[src/rtl/fetch_ctrl.sv]
`default_nettype none
// ============================================================================
//  Module      : fetch_ctrl
//  Description : Instruction-fetch sequencer. Drives the PC register's reset,
//                enable and branch-mux select/target, and the IF/ID register
//                enable and flush. Arbitrates boot hold, hazard stalls,
//                EX-stage redirects and halt/resume. Keeps saturating
//                performance counters for stall cycles and applied redirects.
//  Revision    : 1.0 - initial release
// ----------------------------------------------------------------------------
//  Parameters
//    XLEN          PC / target width
//    BOOT_CYCLES   cycles pcRst is held after rst deasserts (>=1)
//    FLUSH_CYCLES  cycles ifIdFlush is asserted per redirect, redirect cycle
//                  included (>=1)
//    CNT_W         perf counter width
//  Ports
//    clk             in   clock, all state updates on the rising edge
//    rst             in   synchronous active-high reset
//    stallReq        in   hazard unit: hold PC and IF/ID this cycle
//    redirectReq     in   taken branch/jump resolved in EX
//    redirectTarget  in   target PC, valid with redirectReq
//    haltReq         in   halt fetch (ebreak decoded / debug)
//    resumeReq       in   leave HALT
//    pcRst           out  PC register reset
//    pcEn            out  PC register enable
//    branchSel       out  1 = PC loads branchVal, 0 = PC+4
//    branchVal       out  PC load target
//    ifIdEn          out  IF/ID pipeline register enable
//    ifIdFlush       out  IF/ID pipeline register clear (bubble)
//    halted          out  1 while in HALT
//    stallCnt        out  saturating count of applied stall cycles
//    redirCnt        out  saturating count of applied redirects
// ============================================================================
module fetch_ctrl #(
    parameter int XLEN         = 32,
    parameter int BOOT_CYCLES  = 2,
    parameter int FLUSH_CYCLES = 1,
    parameter int CNT_W        = 16
) (
    input  logic             clk,
    input  logic             rst,
    input  logic             stallReq,
    input  logic             redirectReq,
    input  logic [XLEN-1:0]  redirectTarget,
    input  logic             haltReq,
    input  logic             resumeReq,
    output logic             pcRst,
    output logic             pcEn,
    output logic             branchSel,
    output logic [XLEN-1:0]  branchVal,
    output logic             ifIdEn,
    output logic             ifIdFlush,
    output logic             halted,
    output logic [CNT_W-1:0] stallCnt,
    output logic [CNT_W-1:0] redirCnt
);

    // Counter widths only need to hold the reload values (N-1 and N-2).
    localparam int c_BOOT_W  = (BOOT_CYCLES > 1)  ? $clog2(BOOT_CYCLES)  : 1;
    localparam int c_FLUSH_W = (FLUSH_CYCLES > 1) ? $clog2(FLUSH_CYCLES) : 1;

    localparam logic [c_BOOT_W-1:0]  c_BOOT_RELOAD  = c_BOOT_W'(BOOT_CYCLES - 1);
    // The redirect cycle itself is the first flush cycle, so the FLUSH state
    // only has to cover the remaining FLUSH_CYCLES-1 cycles.
    localparam logic [c_FLUSH_W-1:0] c_FLUSH_RELOAD =
        c_FLUSH_W'((FLUSH_CYCLES > 1) ? (FLUSH_CYCLES - 2) : 0);
    localparam bit c_HAS_FLUSH = (FLUSH_CYCLES > 1);

    localparam logic [c_BOOT_W-1:0]  c_BOOT_ONE  = c_BOOT_W'(1);
    localparam logic [c_FLUSH_W-1:0] c_FLUSH_ONE = c_FLUSH_W'(1);
    localparam logic [CNT_W-1:0]     c_CNT_ONE   = CNT_W'(1);
    localparam logic [CNT_W-1:0]     c_CNT_MAX   = '1;

    typedef enum logic [1:0] {
        c_ST_BOOT  = 2'd0,
        c_ST_RUN   = 2'd1,
        c_ST_FLUSH = 2'd2,
        c_ST_HALT  = 2'd3
    } fetchState_t;

    // ------------------------------------------------------------------
    // Registered state
    // ------------------------------------------------------------------
    fetchState_t        r_state;
    logic [c_BOOT_W-1:0]  r_bootCnt;
    logic [c_FLUSH_W-1:0] r_flushCnt;
    logic               r_pendValid;
    logic [XLEN-1:0]    r_pendTarget;
    logic [CNT_W-1:0]   r_stallCnt;
    logic [CNT_W-1:0]   r_redirCnt;

    // ------------------------------------------------------------------
    // Next-state / output wires
    // ------------------------------------------------------------------
    fetchState_t        w_nextState;
    logic [c_BOOT_W-1:0]  w_nextBootCnt;
    logic [c_FLUSH_W-1:0] w_nextFlushCnt;
    logic               w_nextPendValid;
    logic [XLEN-1:0]    w_nextPendTarget;
    logic               w_incStall;
    logic               w_incRedir;

    // ------------------------------------------------------------------
    // State register
    // ------------------------------------------------------------------
    always_ff @(posedge clk) begin
        if (rst) begin
            r_state      <= c_ST_BOOT;
            r_bootCnt    <= c_BOOT_RELOAD;
            r_flushCnt   <= '0;
            r_pendValid  <= 1'b0;
            r_pendTarget <= '0;
        end else begin
            r_state      <= w_nextState;
            r_bootCnt    <= w_nextBootCnt;
            r_flushCnt   <= w_nextFlushCnt;
            r_pendValid  <= w_nextPendValid;
            r_pendTarget <= w_nextPendTarget;
        end
    end

    // ------------------------------------------------------------------
    // Saturating performance counters; only rst clears them.
    // ------------------------------------------------------------------
    always_ff @(posedge clk) begin
        if (rst) begin
            r_stallCnt <= '0;
            r_redirCnt <= '0;
        end else begin
            if (w_incStall && (r_stallCnt != c_CNT_MAX)) begin
                r_stallCnt <= r_stallCnt + c_CNT_ONE;
            end
            if (w_incRedir && (r_redirCnt != c_CNT_MAX)) begin
                r_redirCnt <= r_redirCnt + c_CNT_ONE;
            end
        end
    end

    assign stallCnt = r_stallCnt;
    assign redirCnt = r_redirCnt;

    // ------------------------------------------------------------------
    // Next-state and Mealy outputs. Outputs depend on live inputs so a
    // redirect loads the PC on the same edge that samples redirectReq.
    // ------------------------------------------------------------------
    always_comb begin
        w_nextState      = r_state;
        w_nextBootCnt    = r_bootCnt;
        w_nextFlushCnt   = r_flushCnt;
        w_nextPendValid  = r_pendValid;
        w_nextPendTarget = r_pendTarget;
        w_incStall       = 1'b0;
        w_incRedir       = 1'b0;

        pcRst     = 1'b0;
        pcEn      = 1'b0;
        branchSel = 1'b0;
        branchVal = '0;
        ifIdEn    = 1'b0;
        ifIdFlush = 1'b0;
        halted    = 1'b0;

        case (r_state)
            c_ST_BOOT: begin
                pcRst     = 1'b1;
                ifIdFlush = 1'b1;
                // A redirect arriving during boot is replayed in the first
                // RUN cycle; hazard, halt and resume requests are meaningless
                // while the PC is still held in reset.
                if (redirectReq) begin
                    w_nextPendValid  = 1'b1;
                    w_nextPendTarget = redirectTarget;
                end
                if (r_bootCnt == '0) begin
                    w_nextState = c_ST_RUN;
                end else begin
                    w_nextBootCnt = r_bootCnt - c_BOOT_ONE;
                end
            end

            c_ST_RUN: begin
                if (redirectReq || r_pendValid) begin
                    // A live redirect supersedes any pending one.
                    pcEn            = 1'b1;
                    branchSel       = 1'b1;
                    branchVal       = redirectReq ? redirectTarget : r_pendTarget;
                    ifIdEn          = 1'b1;
                    ifIdFlush       = 1'b1;
                    w_incRedir      = 1'b1;
                    w_nextPendValid = 1'b0;
                    if (c_HAS_FLUSH) begin
                        w_nextState    = c_ST_FLUSH;
                        w_nextFlushCnt = c_FLUSH_RELOAD;
                    end
                end else if (haltReq) begin
                    w_nextState = c_ST_HALT;
                end else if (stallReq) begin
                    w_incStall = 1'b1;
                end else begin
                    pcEn   = 1'b1;
                    ifIdEn = 1'b1;
                end
            end

            c_ST_FLUSH: begin
                // PC sits at the redirect target while IF/ID clocks in bubbles.
                ifIdEn    = 1'b1;
                ifIdFlush = 1'b1;
                if (redirectReq) begin
                    pcEn            = 1'b1;
                    branchSel       = 1'b1;
                    branchVal       = redirectTarget;
                    w_incRedir      = 1'b1;
                    w_nextPendValid = 1'b0;
                    w_nextFlushCnt  = c_FLUSH_RELOAD;
                end else if (r_flushCnt == '0) begin
                    // A halt seen on the last flush cycle takes effect once the
                    // bubbles are complete instead of cutting the flush short.
                    w_nextState = haltReq ? c_ST_HALT : c_ST_RUN;
                end else begin
                    w_nextFlushCnt = r_flushCnt - c_FLUSH_ONE;
                end
            end

            c_ST_HALT: begin
                halted = 1'b1;
                // Latest redirect wins; it is applied in the first RUN cycle.
                if (redirectReq) begin
                    w_nextPendValid  = 1'b1;
                    w_nextPendTarget = redirectTarget;
                end
                if (resumeReq) begin
                    w_nextState = c_ST_RUN;
                end
            end

            default: begin
                w_nextState = c_ST_BOOT;
            end
        endcase

        // Reset overrides the outputs in any state; the registers are reset
        // on the same edge, so the next-state values are irrelevant here.
        if (rst) begin
            pcRst      = 1'b1;
            pcEn       = 1'b0;
            branchSel  = 1'b0;
            branchVal  = '0;
            ifIdEn     = 1'b0;
            ifIdFlush  = 1'b1;
            halted     = 1'b0;
            w_incStall = 1'b0;
            w_incRedir = 1'b0;
        end
    end

endmodule
`default_nettype wire

[config.mk]
export PLATFORM = sky130hd
export DESIGN_NAME = fetch_ctrl
export DESIGN_NICKNAME = d
export VERILOG_FILES = /design/src/rtl/fetch_ctrl.sv
export SDC_FILE = /design/constraint.sdc
export NUM_CORES = 1
export LEC_CHECK = 0
export BUFFER_PORTS_ARGS = -buffer_cell sky130_fd_sc_hd__buf_4
export CORE_AREA = 3 3 93 95
export CTS_BUF_LIST = sky130_fd_sc_hd__clkbuf_16
export DETAILED_ROUTE_END_ITERATION = 8
export DIE_AREA = 0 0 96 98
export PLACE_DENSITY_LB_ADDON = 0.05
export SLEW_MARGIN = 20
export SYNTH_ARGS = -nofsm -noshare
export SYNTH_HDL_FRONTEND = slang
export SYNTH_SLANG_ARGS = --single-unit
export TNS_END_PERCENT = 30
[constraint.sdc]
create_clock -name clk -period 2.9 [get_ports clk]
set_input_delay 0.145 -clock clk [delete_from_list [all_inputs] [get_ports clk]]
set_output_delay 0.145 -clock clk [all_outputs]
set_load 0.01 [all_outputs]
==> metrics list, run 1 <==
- CTS built an H-tree with a depth of 3.
* Cell area after layout: ~0.0048 sq mm
- TritonCTS clock tree: built
- Slew of the pin with the lowest slew margin: 0.799 ns
* Tcrit/Tclk final: ~83%
- nand2_1 is the most common cell in the netlist.
- Clock tree synthesis found a total of 68 sinks.
- Once detail routing completed, the nets flagged for antenna violations numbered 0.
- Layout overhead on the synthesized area: 33.9%
- Unrepaired setup endpoints after global routing: false
- The share of total power dissipated in combinational logic is 15.9%.
* Result of the run: finished clean
* Yosys top cell area share: 38.2%
- The core region is about 0.0078 sq mm.
* Total count of max-transition violations in the final report: 0
* PD cells: between 500 and 600 mW/mm^2
- VDD sags by at most 0.359 mV.
- In this run the worst path has a maximum fanout of 7.
* CP max-delay cell: o21ai_0
* Setup bufs post-CTS: 0
* Effective utilization at floorplan: a little under half
* TritonCTS buffer count: 9
- Routability-driven placement finished with a final weighted congestion of ~0.86.
- In the final timing run, aggregate negative setup slack is 0 ns.
* Required time worst endpoint: roughly 2.8 ns
- In this run, post-CTS hold repair placed 0 buffers.
- HPWL Detailed: roughly 6.8 mm
- From left edge to right edge, the die measures ~96 microns.
- Fill cell instance count of the final layout: about 740
* Starting DRT DRC Count: 173
- Antenna Cells: 0
- Initial antenna violation count: 0
- Count of buffers inserted at the top-level ports: around 110
* Worst R2R Path Depth: 6
* Pin count of the biggest net entering global routing: 40
* Total global routing overflow: 0
* Static Leak: 1.83 nW
- In this run the clock root is driven by a clkbuf_16.
* R2R setup slack: around 0.50 ns
- The setup path with the least slack is of type flop to output pin.
- Final worst hold slack: 0.0707 ns
- STA classifies the critical path startpoint as a flop.
* Synth Flop Type: dfxtp_1
- Based on the critical path, the design can be clocked at up to around 0.42 GHz.
- Clk pin slew, worst setup/hold paths: around 0.050 ns
- Final-report hold violation count: 0
* Net count of the mapped netlist: slightly above 500
- The Yosys step of the flow raised 0 warnings.
- The number of different library cells used by synthesis comes to 46.
- Commonest cells post-synth: nand2_1, dfxtp_1, a21oi_1
* Via-to-Cell Ratio: ~5.7
* Post-cts gate resize count: 0
- Num rows: 32
- Synthesis handed over a netlist of about 460 instances.
- The die is around 98 microns tall.
- By area the synthesized netlist is led by dfxtp_1, nand2_1, a21oi_1.
- Sequential cells were found to cover between 30% and 40% of the synthesized design area.
- Number of flops mapped to enable cells by yosys: 0
* Most area-hungry cell type in the Yosys netlist: dfxtp_1
- A synthesized cell averages roughly 7.7 sq um.
- The first global-routing pass estimated roughly 16 mm of wire.
- Crit end category: output pin
- Placed Area: around 0.0045 sq mm
- IO Pins: around 110
- The clock network accounts for 44.7% of the total power.
* Total detailed-routing wirelength: slightly above 10 mm
- Number of global-route vias before repair: about 3400
* Total GRT Usage: a little over a fifth
- Setup violations remaining at the end of the flow were counted as 0.
- Net switching is 26.9% of the power.
* Min-Delay Path Depth: 3
- Across all layers, the routed design uses around 3800 vias.
- Max Cap Viol: 0
- In this run the power spent charging and discharging nets is 0.696 mW.
- Cells along the critical path: inv_1 > ha_1 > and2_1 > o21ai_0 > buf_4 > inv_1 > buf_4
- For this run, design rule violations remaining after detail routing come to 0.
- Stage delay of the slowest cell on the critical path: around 0.47 ns
* Hold endpoint: r_pendTarget[14]$_SDFFE_PP0P_
- Die ar.: approximately 0.0094 sq mm
- Post-synthesis register bit count: just under 70
- The worst register-to-register path ends at redirCnt[11]$_SDFFE_PP0P_.
* Power Internal: about 1.9 mW
* Max clock buf depth: 2
- Measured against its own limit, the worst slew margin works out to roughly 46%.
* Source of the worst register-to-register timing path: r_state[0]$_SDFFE_PP0P_
- Sequential cells account for between 30% and 40% of the total power.
* Routed wire length per instance: approximately 15 microns
- 1st-pass router iterations: 5
- At the end of the flow the core is filled with cells to between 60% and 70%.
* Post-layout min period: ~2.4 ns
- For this run, asynchronously set or reset flops after synthesis account for 0%.
- Layout Skew: about 0.0064 ns
- STA puts the critical path data arrival time at 2.25 ns.
* Start point of the worst hold path: redirectTarget[14]
- The path class of the tightest hold or removal check is primary input to flop.
- The synthesized netlist occupies a cell area of roughly 0.0036 sq mm.
- In the final design database the tool counted around 610 nets.
- For the worst-skew pair, the clock arrives at the later sink with an insertion delay of between 0.3 and 0.4 ns.
* Fraction of final layout cells with drive strength greater than 1: between 20% and 30%
layer usage:
| layer | global-route usage [%] | routed length, microns | share of wire [%] | vias to the layer above |
|---|---|---|---|---|
| li1 | - | - | - | 1898 |
| met1 | 28.1 | 4540 | 45 | 1785 |
| met2 | 32.4 | 4750 | 47 | 118 |
| met3 | 4.47 | 648 | 6.4 | 13 |
| met4 | 7.77 | 156 | 1.5 | 0 |
| met5 | 0 | 0 | 0 | - |
metrics by stage:
step | power (mW) | worst slack [ns] | cells
final | 2.59 | 0.500 | 666
after global placement | 1.44 | 0.689 | 650
after CTS | 2.61 | 0.464 | 666
after floorplan | 1.29 | 0.824 | 462
after global routing | 2.71 | 0.286 | 666
after detailed placement | 1.45 | 0.516 | 650
worst max-delay path: cells and delay by family (launching register included):
family                     cells  cell delay, ns
adders and majority gates      1            0.29
AOI/OAI and AO/OA              1            0.47
buffers and inverters          4            0.54
and+or+nand+nor                1            0.21
DFF                            1            0.41
cell usage in the layout (no fill, tap or decap), types with 4 or more instances in the layout:
master	instances
dfxtp_1	68
o41ai_1	6
nor2_1	42
o31ai_1	9
nand2_1	82
inv_1	10
o21ai_0	16
nor4_1	6
nand4_1	10
and3_1	5
or4_1	10
nand3_1	11
or3_1	6
nor3_1	7
buf_4	116
a21oi_1	52
o311ai_0	7
nor2b_1	4
clkbuf_16	9
ha_1	9
a22oi_1	32
power by group through the flow:
stage | Sequential (mW) | Clock [mW] | Combinational [mW]
5_1_grt | 1.03 | 1.23 | 0.457
4_1_cts | 1.02 | 1.18 | 0.413
2_1_floorplan | 1.03 | 0 | 0.259
6_report | 1.02 | 1.16 | 0.413
3_3_place_gp | 1.04 | 0 | 0.403
3_5_place_dp | 1.04 | 0 | 0.409
layout make-up:
| cell class | count | area (sq um) | share of cell area, % |
|---|---|---|---|
| Multi-Input combinational cell | 354 | 2050 | 43.1 |
| Timing Repair Buffer | 116 | 871 | 18.3 |
| Sequential cell | 68 | 1360 | 28.6 |
| Clock buffer | 9 | 225 | 4.72 |
| Tap cell | 102 | 128 | 2.68 |
| Inverter | 10 | 37.5 | 0.787 |
| Clock inverter | 7 | 91.3 | 1.92 |
registers in the layout, summed over array words and instances, names as in the netlist:
signal,cells
redirCnt,16
stallCnt,16
r_pendTarget,32
r_bootCnt,1
r_state,2
r_pendValid,1
worst max path at each step:
stage                                  startpoint  slack, ns  cells past startpoint                        end
after floorplan           r_state[1]$_SDFFE_PP0P_       0.82                      7  stallCnt[15]$_SDFFE_PP0P_
after global placement    r_state[0]$_SDFFE_PP0P_       0.69                      6  redirCnt[11]$_SDFFE_PP0P_
after detailed placement  r_state[0]$_SDFFE_PP0P_       0.52                      6  redirCnt[11]$_SDFFE_PP0P_
after CTS                 r_state[0]$_SDFFE_PP0P_       0.46                      7                  branchSel
after global routing      r_state[0]$_SDFFE_PP0P_       0.29                      6  redirCnt[11]$_SDFFE_PP0P_
final                     r_state[0]$_SDFFE_PP0P_       0.50                      7                  branchSel
cells by family (layout without fill, tap and decap cells):
group,Yosys count,count (layout),share of synthesized area (%)
simple gates,203,203,28.1
flops,68,68,38.2
fa+ha+maj,9,9,3.16
buf+inv,40,142,4.29
mux,4,4,1.23
compound gates,138,138,25.0
Note: power is estimated with default switching activity, not from simulation.
==> run 2: changes to the inputs <==
--- a/config.mk
+++ b/config.mk
@@ -5,11 +5,12 @@
 export SDC_FILE = /design/constraint.sdc
 export NUM_CORES = 1
 export LEC_CHECK = 0
+export ABC_AREA = 1
 export BUFFER_PORTS_ARGS = -buffer_cell sky130_fd_sc_hd__buf_4
-export CORE_AREA = 3 3 93 95
+export CORE_AREA = 3 3 99 101
 export CTS_BUF_LIST = sky130_fd_sc_hd__clkbuf_16
 export DETAILED_ROUTE_END_ITERATION = 8
-export DIE_AREA = 0 0 96 98
+export DIE_AREA = 0 0 102 104
 export PLACE_DENSITY_LB_ADDON = 0.05
 export SLEW_MARGIN = 20
 export SYNTH_ARGS = -nofsm -noshare
==> constraint.sdc (replaced) <==
create_clock -name clk -period 2.4 [get_ports clk]
set_input_delay 0.12 -clock clk [delete_from_list [all_inputs] [get_ports clk]]
set_output_delay 0.12 -clock clk [all_outputs]
set_load 0.01 [all_outputs]
==> metrics list, run 2 <==
- Die ar.: 0.0106 sq mm (+13%)
- Antenna Cells: 0 (unchanged)
* Total power consumption of the routed design: 3.24 mW (+25%)
- The first-pass detailed-route iteration total is 5 (unchanged).
* Routed wire length per instance: 12.5 microns (-17%)
- Setup TNS after final layout: 0 ns (unchanged)
- The cell area after synthesis is 0.00406 sq mm (+14%).
- Warning count from the yosys run: 0 (unchanged)
* Die outline height: 104 microns (+6.1%)
- CP max-delay cell: dfxtp_1
* Worst-path fanout max: 64 (+57)
- Class of the tightest hold or removal check: primary input to flop
- The number of I/O port buffers came to 107 (unchanged).
- The detailed-route vias per instance was 5.07 (-11%).
- Area taken by flip-flops and latches: 0.00136 sq mm (unchanged)
- Fraction of synthesized area in multiplexers: 0% (-1.2 points)
- The clock sink total is 68 (unchanged).
- The clock latency of the later-clocked register in the worst-skew pair is 0.32 ns (about the same).
- The share of the yosys chip area belonging to registers came to 33.5% (-4.7 points).
* Commonest cells post-synth: nand2_1, nor2_1, o21ai_0
* Final Setup Violations: 0 (unchanged)
- The number of distinct library cells after synthesis came to 32 (-30%).
- Antenna violation net count after detailed routing: 0 (unchanged)
- Net count of the mapped netlist: 677 (+33%)
- Required time worst endpoint: 2.28 ns (-0.48 ns)
- The overall via count from detail_route came to 4268 (+12%).
- The post-synthesis share of cell area spent on and, or, nand and nor gates was 33.5% (+5.5 points).
- The area used by multi-input combinational logic was 0.00232 sq mm (+13%).
* Number of nets in the layout: 773 (+28%)
* Number of global-route vias before repair: 4063 (+21%)
- Weighted congestion at the end of routability-driven global placement: 0.839 (-2.5%)
* Slew HR: 58.7% (+12 points)
- The total track usage came to 20.7% (-0.11 points).
- For the finished layout, the period the worst path requires is between 2 and 2.5 ns.
- Most area-hungry cell type in the Yosys netlist: dfxtp_1
* Static Leak: 2.17 nW (+19%)
* Total global routing overflow: 0 (unchanged)
- Async set-reset flop share out of synthesis: 0% (unchanged)
- Max Cap Viol: 0 (unchanged)
- Synth Instances: 630 (+36%)
- Crit end category: output pin
- Clock tree synthesis selected as its root buffer the cell clkbuf_16.
- Pin count of the biggest net entering global routing: 65 (+63%)
* HPWL Detailed: 7.44 mm (+10%)
- The power per cell area came to 616 mW/mm^2 (+13%).
* Cells along the critical path: inv_1 > ha_1 > inv_2 > nor2_2 > inv_6 > nor2_1 > buf_4
- Crit path arrival time: 2.08 ns (-0.17 ns)
* # DRC: 0 (unchanged)
* Setup CP Type: flop to output pin
- The final hold slack is 0.106 ns (+0.0353 ns).
* Starting DRT DRC Count: 182 (+5.2%)
* Initial antenna violation count: 0 (unchanged)
- The clock skew after layout came to 0.00906 ns (+0.00268 ns).
- The first-pass GRT wire length came to 18.5 mm (+15%).
- Most frequent standard cell in the layout excluding fill and tap cells: nand2_1
- Post-synthesis average cell area: 6.44 sq um (-16%)
* Critical Path Start Type: flop
- The count of flip-flops with a built-in enable after synthesis was 0 (unchanged).
- TritonCTS buffer count: 9 (unchanged)
- Commonest cells after routing, fill and taps aside: nand2_1, buf_4, nor2_1
* Stage delay of the slowest cell on the critical path: 0.41 ns (-0.06 ns)
- Chip width: 102 microns (+6.3%)
- The area of the core came to 0.00911 sq mm (+17%).
- Synth Flop Type: dfxtp_1
- The area fraction in compound gates after synthesis came to 19.0% (-6.0 points).
- TritonCTS built the clock tree.
- The setup slack at placement is 0.291 ns (-0.225 ns).
- Result of the run: finished clean
- The maximum level of the CTS H-tree was 3 (unchanged).
* Highest Clock Rate: 0.455 GHz
* Most frequent cell after synthesis: nand2_1
- The number of flip-flops in the largest register is 32 (unchanged).
* Share of the synthesized netlist area taken by xor and xnor gates: 1.73% (+1.7 points)
* Effective utilization at floorplan: 44.6% (-1.0 points)
- The clock tree buffer depth is 2 (unchanged).
* Final core utilization: 57.8% (-3.3 points)
- The clock transition at the registers of the reported paths was 0.06 ns (about the same).
- Counting flops per register, the top entry is r_pendTarget.
- The detailed-route wire length was 10.5 mm (+4.4%).
- The worst path uses between 90% and 100% of the clock period.
* Fraction of final layout cells with drive strength greater than 1: 21.5% (-3.2 points)
- Setup WS post-layout: 0.204 ns (-0.296 ns)
- Final-report hold violation count: 0 (unchanged)
- Layout overhead on the synthesized area: 29.7%
- After synthesis, the largest family of logic cells by area is simple AND/OR/NAND/NOR gates.
- Num rows: 35 (+9.4%)
- The filler cell count came to 920 (+24%).
- Total count of max-transition violations in the final report: 0 (unchanged)
- Setup repair after global routing left no endpoint under its margin.
- IO Pins: 108 (unchanged)
- By area the synthesized netlist is led by dfxtp_1, nand2_1, nor2_1.
- Post-synthesis register bit count: 68 (unchanged)
* Yosys top cell area share: 33.5% (-4.7 points)
- Slew of the pin with the lowest slew margin: 0.619 ns (-0.179 ns)
- Area share of fa/ha/maj cells after synthesis: 2.77% (-0.39 points)
* Highest ir drop seen on vdd: 0.377 mV (+5.2%)
-- run 2: cell types whose count changed after synthesis, moves of 10 or more --
| cell | delta |
|---|---|
| a21oi_1 | -32 |
| o21ai_0 | +56 |
| nand3_1 | +50 |
| inv_1 | +50 |
| nand2_1 | +35 |
| nor2_1 | +67 |
| or4_1 | -10 |
| clkbuf_1 | -12 |
-- run 2: cell families after synthesis --
family	after synthesis
simple gates	314
compound gates	135
buf+inv	96
flops	68
fa+ha+maj	9
xor+xnor	8
-- run 2: final cells by class --
cell class	count	area share, %
Sequential cell	68	25.9
Inverter	66	4.87
Clock inverter	7	1.73
Timing Repair Buffer	115	16.6
Clock buffer	9	4.28
Multi-Input combinational cell	466	44.0
Tap cell	111	2.64
-- run 2: per-stage QoR --
step,area [sq um],std cells
3_5_place_dp,4910,824
3_3_place_gp,4910,824
6_report,5270,842
5_1_grt,5270,842
2_1_floorplan,4060,630
4_1_cts,5260,842
-- run 2: power breakdown --
group / leakage [nW] / switching (mW) / internal, mW
Clock: 0.155 / 0.483 / 0.905
Combinational: 1.46 / 0.386 / 0.219
Sequential: 0.554 / 0.0385 / 1.21
-- run 2: final timing paths --
check                                              from                  endpoint  slack [ns]  cells after the start
worst max register to register  r_state[1]$_SDFFE_PP0P_  redirCnt[8]$_SDFFE_PP0P_        0.27                      9
worst min-delay path                                rst  redirCnt[3]$_SDFFE_PP0P_        0.11                      2
worst min register to register   r_bootCnt$_SDFFE_PP1N_    r_bootCnt$_SDFFE_PP1N_        0.47                      2
worst max-delay path            r_state[1]$_SDFFE_PP0P_             branchVal[27]        0.20                      7
-- run 2: metal layers --
| layer | track usage [%] | wire length, microns | vias up |
|---|---|---|---|
| li1 | - | - | 2262 |
| met1 | 26.9 | 4870 | 1913 |
| met2 | 35.6 | 5110 | 89 |
| met3 | 4.23 | 523 | 4 |
| met4 | 3.66 | 46 | 0 |
| met5 | 0 | 0 | - |
-- run 2: worst max-delay path, delay by kind of cell (launching register included) --
family	cells	cell delay (ns)
buf+inv	4	0.53
simple gates	2	0.49
flops	1	0.41
fa+ha+maj	1	0.30
-- run 2: repair_timing --
action / in CTS / in global routing
buffers inserted: 2 / 0
setup endpoints to repair: 32 / 9
resized for setup: 2 / 1
hold buffers: 0 / 0
==> run 3: changes to the inputs <==
--- a/config.mk
+++ b/config.mk
@@ -6,11 +6,12 @@
 export NUM_CORES = 1
 export LEC_CHECK = 0
 export ABC_AREA = 1
-export BUFFER_PORTS_ARGS = -buffer_cell sky130_fd_sc_hd__buf_4
 export CORE_AREA = 3 3 99 101
 export CTS_BUF_LIST = sky130_fd_sc_hd__clkbuf_16
+export CTS_CLUSTER_SIZE = 30
 export DETAILED_ROUTE_END_ITERATION = 8
 export DIE_AREA = 0 0 102 104
+export DONT_BUFFER_PORTS = 1
 export PLACE_DENSITY_LB_ADDON = 0.05
 export SLEW_MARGIN = 20
 export SYNTH_ARGS = -nofsm -noshare
==> metrics list, run 3 (synthesized netlist as in run 2, its figures left out) <==
* Max clock buf depth: 2 (unchanged)
- Met3 usage in global routing: 5.10% (+0.87 points)
* Met2 track demand over resource in global routing: 32.1% (-3.5 points)
- The total I/O pin count was 108 (unchanged).
- Num rows: 35 (unchanged)
- The register with the most flip-flops in the final layout is r_pendTarget.
* Antenna violation net count after detailed routing: 0 (unchanged)
- The count of final setup violators came to 0 (unchanged).
- 1st-pass router iterations: 5 (unchanged)
- The post-CTS setup buffer count was 0 (-2).
- Core box area: 0.00911 sq mm (unchanged)
* HPWL Detailed: 7.03 mm (-5.5%)
* Post-layout min period: 2.14 ns (-0.0562 ns)
- The first-pass GRT wire length was 17.4 mm (-5.7%).
- Crit path arrival time: 2.02 ns (-0.06 ns)
- The worst setup path is of the flop to output pin kind.
* Slew of the pin with the lowest slew margin: 0.698 ns (+0.0787 ns)
* TritonCTS clock tree: built
- The top achievable clock speed was 0.467 GHz (+2.6%).
- The remaining global-route overflow is 0 (unchanged).
- The total track usage was 19.7% (-1.0 points).
- Highest ir drop seen on vdd: 0.252 mV (-33%)
- Fraction of final layout cells with drive strength greater than 1: 6.59% (-15 points)
- The post-route fraction of the period consumed by the critical path is 89.1% (-2.3 points).
- Setup repair after global routing left no endpoint under its margin.
- Clk pin slew, worst setup/hold paths: 0.05 ns (about the same)
- The maximum number of pins on one net before global-route repair came to 68 (+4.6%).
- The number of global-route vias before repair is 3629 (-11%).
- Effective utilization at floorplan: 44.6% (unchanged)
- The clock sink total came to 68 (unchanged).
- The static leakage power came to 1.59 nW (-27%).
- The clock latency of the later-clocked register in the worst-skew pair came to 0.32 ns (about the same).
- Layout Skew: 0.00715 ns (-0.00191 ns)
- Die outline height: 104 microns (unchanged)
* Layout overhead on the synthesized area: 7.77%
- Starting DRT DRC Count: 179 (-1.6%)
- Setup TNS after final layout: 0 ns (unchanged)
- # DRC: 0 (unchanged)
* PD cells: 656 mW/mm^2 (+6.4%)
- The maximum level of the CTS H-tree is 3 (unchanged).
- Global-route track usage on met1: 25.5% (-1.5 points)
- The detailed-route wire length is 10.3 mm (-2.2%).
- The number of antenna violations at the first check in global routing came to 0 (unchanged).
- Number of non-filler instances in the completed layout: 733 (-13%)
- The number of cells after detailed placement came to 716 (-13%).
- The number of flip-flops in the largest register was 32 (unchanged).
- The global placement routability congestion is 0.847 (+0.94%).
- Routed wire length per instance: 14.1 microns (+12%)
- Required time worst endpoint: 2.28 ns (about the same)
- Antenna Cells: 0 (unchanged)
- Slew HR: 53.3% (-5.4 points)
- Total count of max-transition violations in the final report: 0 (unchanged)
- Result of the run: finished clean
- Critical Path Start Type: flop
- Most frequent standard cell in the layout excluding fill and tap cells: nand2_1
* Max Cap Viol: 0 (unchanged)
- The die footprint is 0.0106 sq mm (unchanged).
- met2 is the most crowded layer.
- STA classifies the critical path endpoint as an output pin.
* Class of the tightest hold or removal check: primary input to flop
- Via-to-Cell Ratio: 5.41 (+6.7%)
- The top fanout value on the critical path was 64 (unchanged).
- CTS Root Buffer Type: clkbuf_16
* TritonCTS buffer count: 9 (unchanged)
- The die width came to 102 microns (unchanged).
* Commonest cells after routing, fill and taps aside: nand2_1, nor2_1, o21ai_0
- Number of nets in the layout: 665 (-14%)
* Total vias in the final route: 3963 (-7.1%)
- Final-report hold violation count: 0 (unchanged)
- The number of I/O port buffers came to 0 (-100%).
-- run 3: changes by cell type in the layout (fill, tap and decap cells not counted), moves of 2 or more --
| cell | previous run | this run |
|---|---|---|
| bufinv_16 | 2 | 0 |
| clkinv_1 | 0 | 2 |
| inv_1 | 59 | 62 |
| buf_4 | 114 | 5 |
| clkinvlp_4 | 2 | 0 |
| dlygate4sd3_1 | 0 | 2 |
-- run 3: timing repair --
| item | in CTS | in global routing |
|---|---|---|
| hold endpoints to repair | 12 | 0 |
| resized for setup | 0 | 2 |
| hold buffers | 2 | 0 |
| setup endpoints to repair | 0 | 32 |
-- run 3: per-stage QoR --
stage	power, mW	hold WS [ns]	area (sq um)	setup slack [ns]	utilization, %
floorplan	1.67	0.189	4060	0.709	-
global placement	1.75	0.189	4100	0.437	45.0
detailed placement	1.76	0.193	4100	0.395	45.0
CTS	2.91	0.0429	4370	0.0424	48.0
global route	3.05	0.0960	4370	0.0627	48.0
finish	2.87	0.0559	4370	0.260	48.0
-- run 3: routing by layer --
layer	share of wire, %	vias up
li1	-	2043
met1	45	1806
met2	47	103
met3	7.4	11
met4	1.3	0
met5	0	-
-- run 3: cell type report --
type                       count  area, sq um
fill                         979         4730
multi-input combinational    466         2320
sequential                    68         1360
inverter                      66          250
clock buffer                   9          225
tap                          111          139
timing repair buffer           7         57.6
clock inverter                 6         25.0
-- run 3: power breakdown --
group	switching, mW	total [mW]	internal (mW)
sequential	0.0438	1.26	1.21
clock	0.450	1.12	0.674
combinational	0.342	0.487	0.145
total	0.836	2.87	2.03
-- run 3: critical path, cell delays in order (launching register included) --
cell and delay, ns:
dfxtp_1 0.40, inv_1 0.12, ha_1 0.30, inv_2 0.04, nor2_2 0.26, inv_4 0.29
nor2_1 0.28
-- run 3: final timing paths --
check	to	cells past startpoint	from	slack, ns
worst max-delay path	branchVal[3]	6	r_state[0]$_SDFFE_PP0P_	0.26
worst min-delay path	r_pendValid$_SDFFE_PP0P_	2	redirectReq	0.06
worst max register to register	redirCnt[0]$_SDFFE_PP0P_	9	r_state[0]$_SDFFE_PP0P_	0.34
worst min register to register	r_bootCnt$_SDFFE_PP1N_	2	r_bootCnt$_SDFFE_PP1N_	0.46
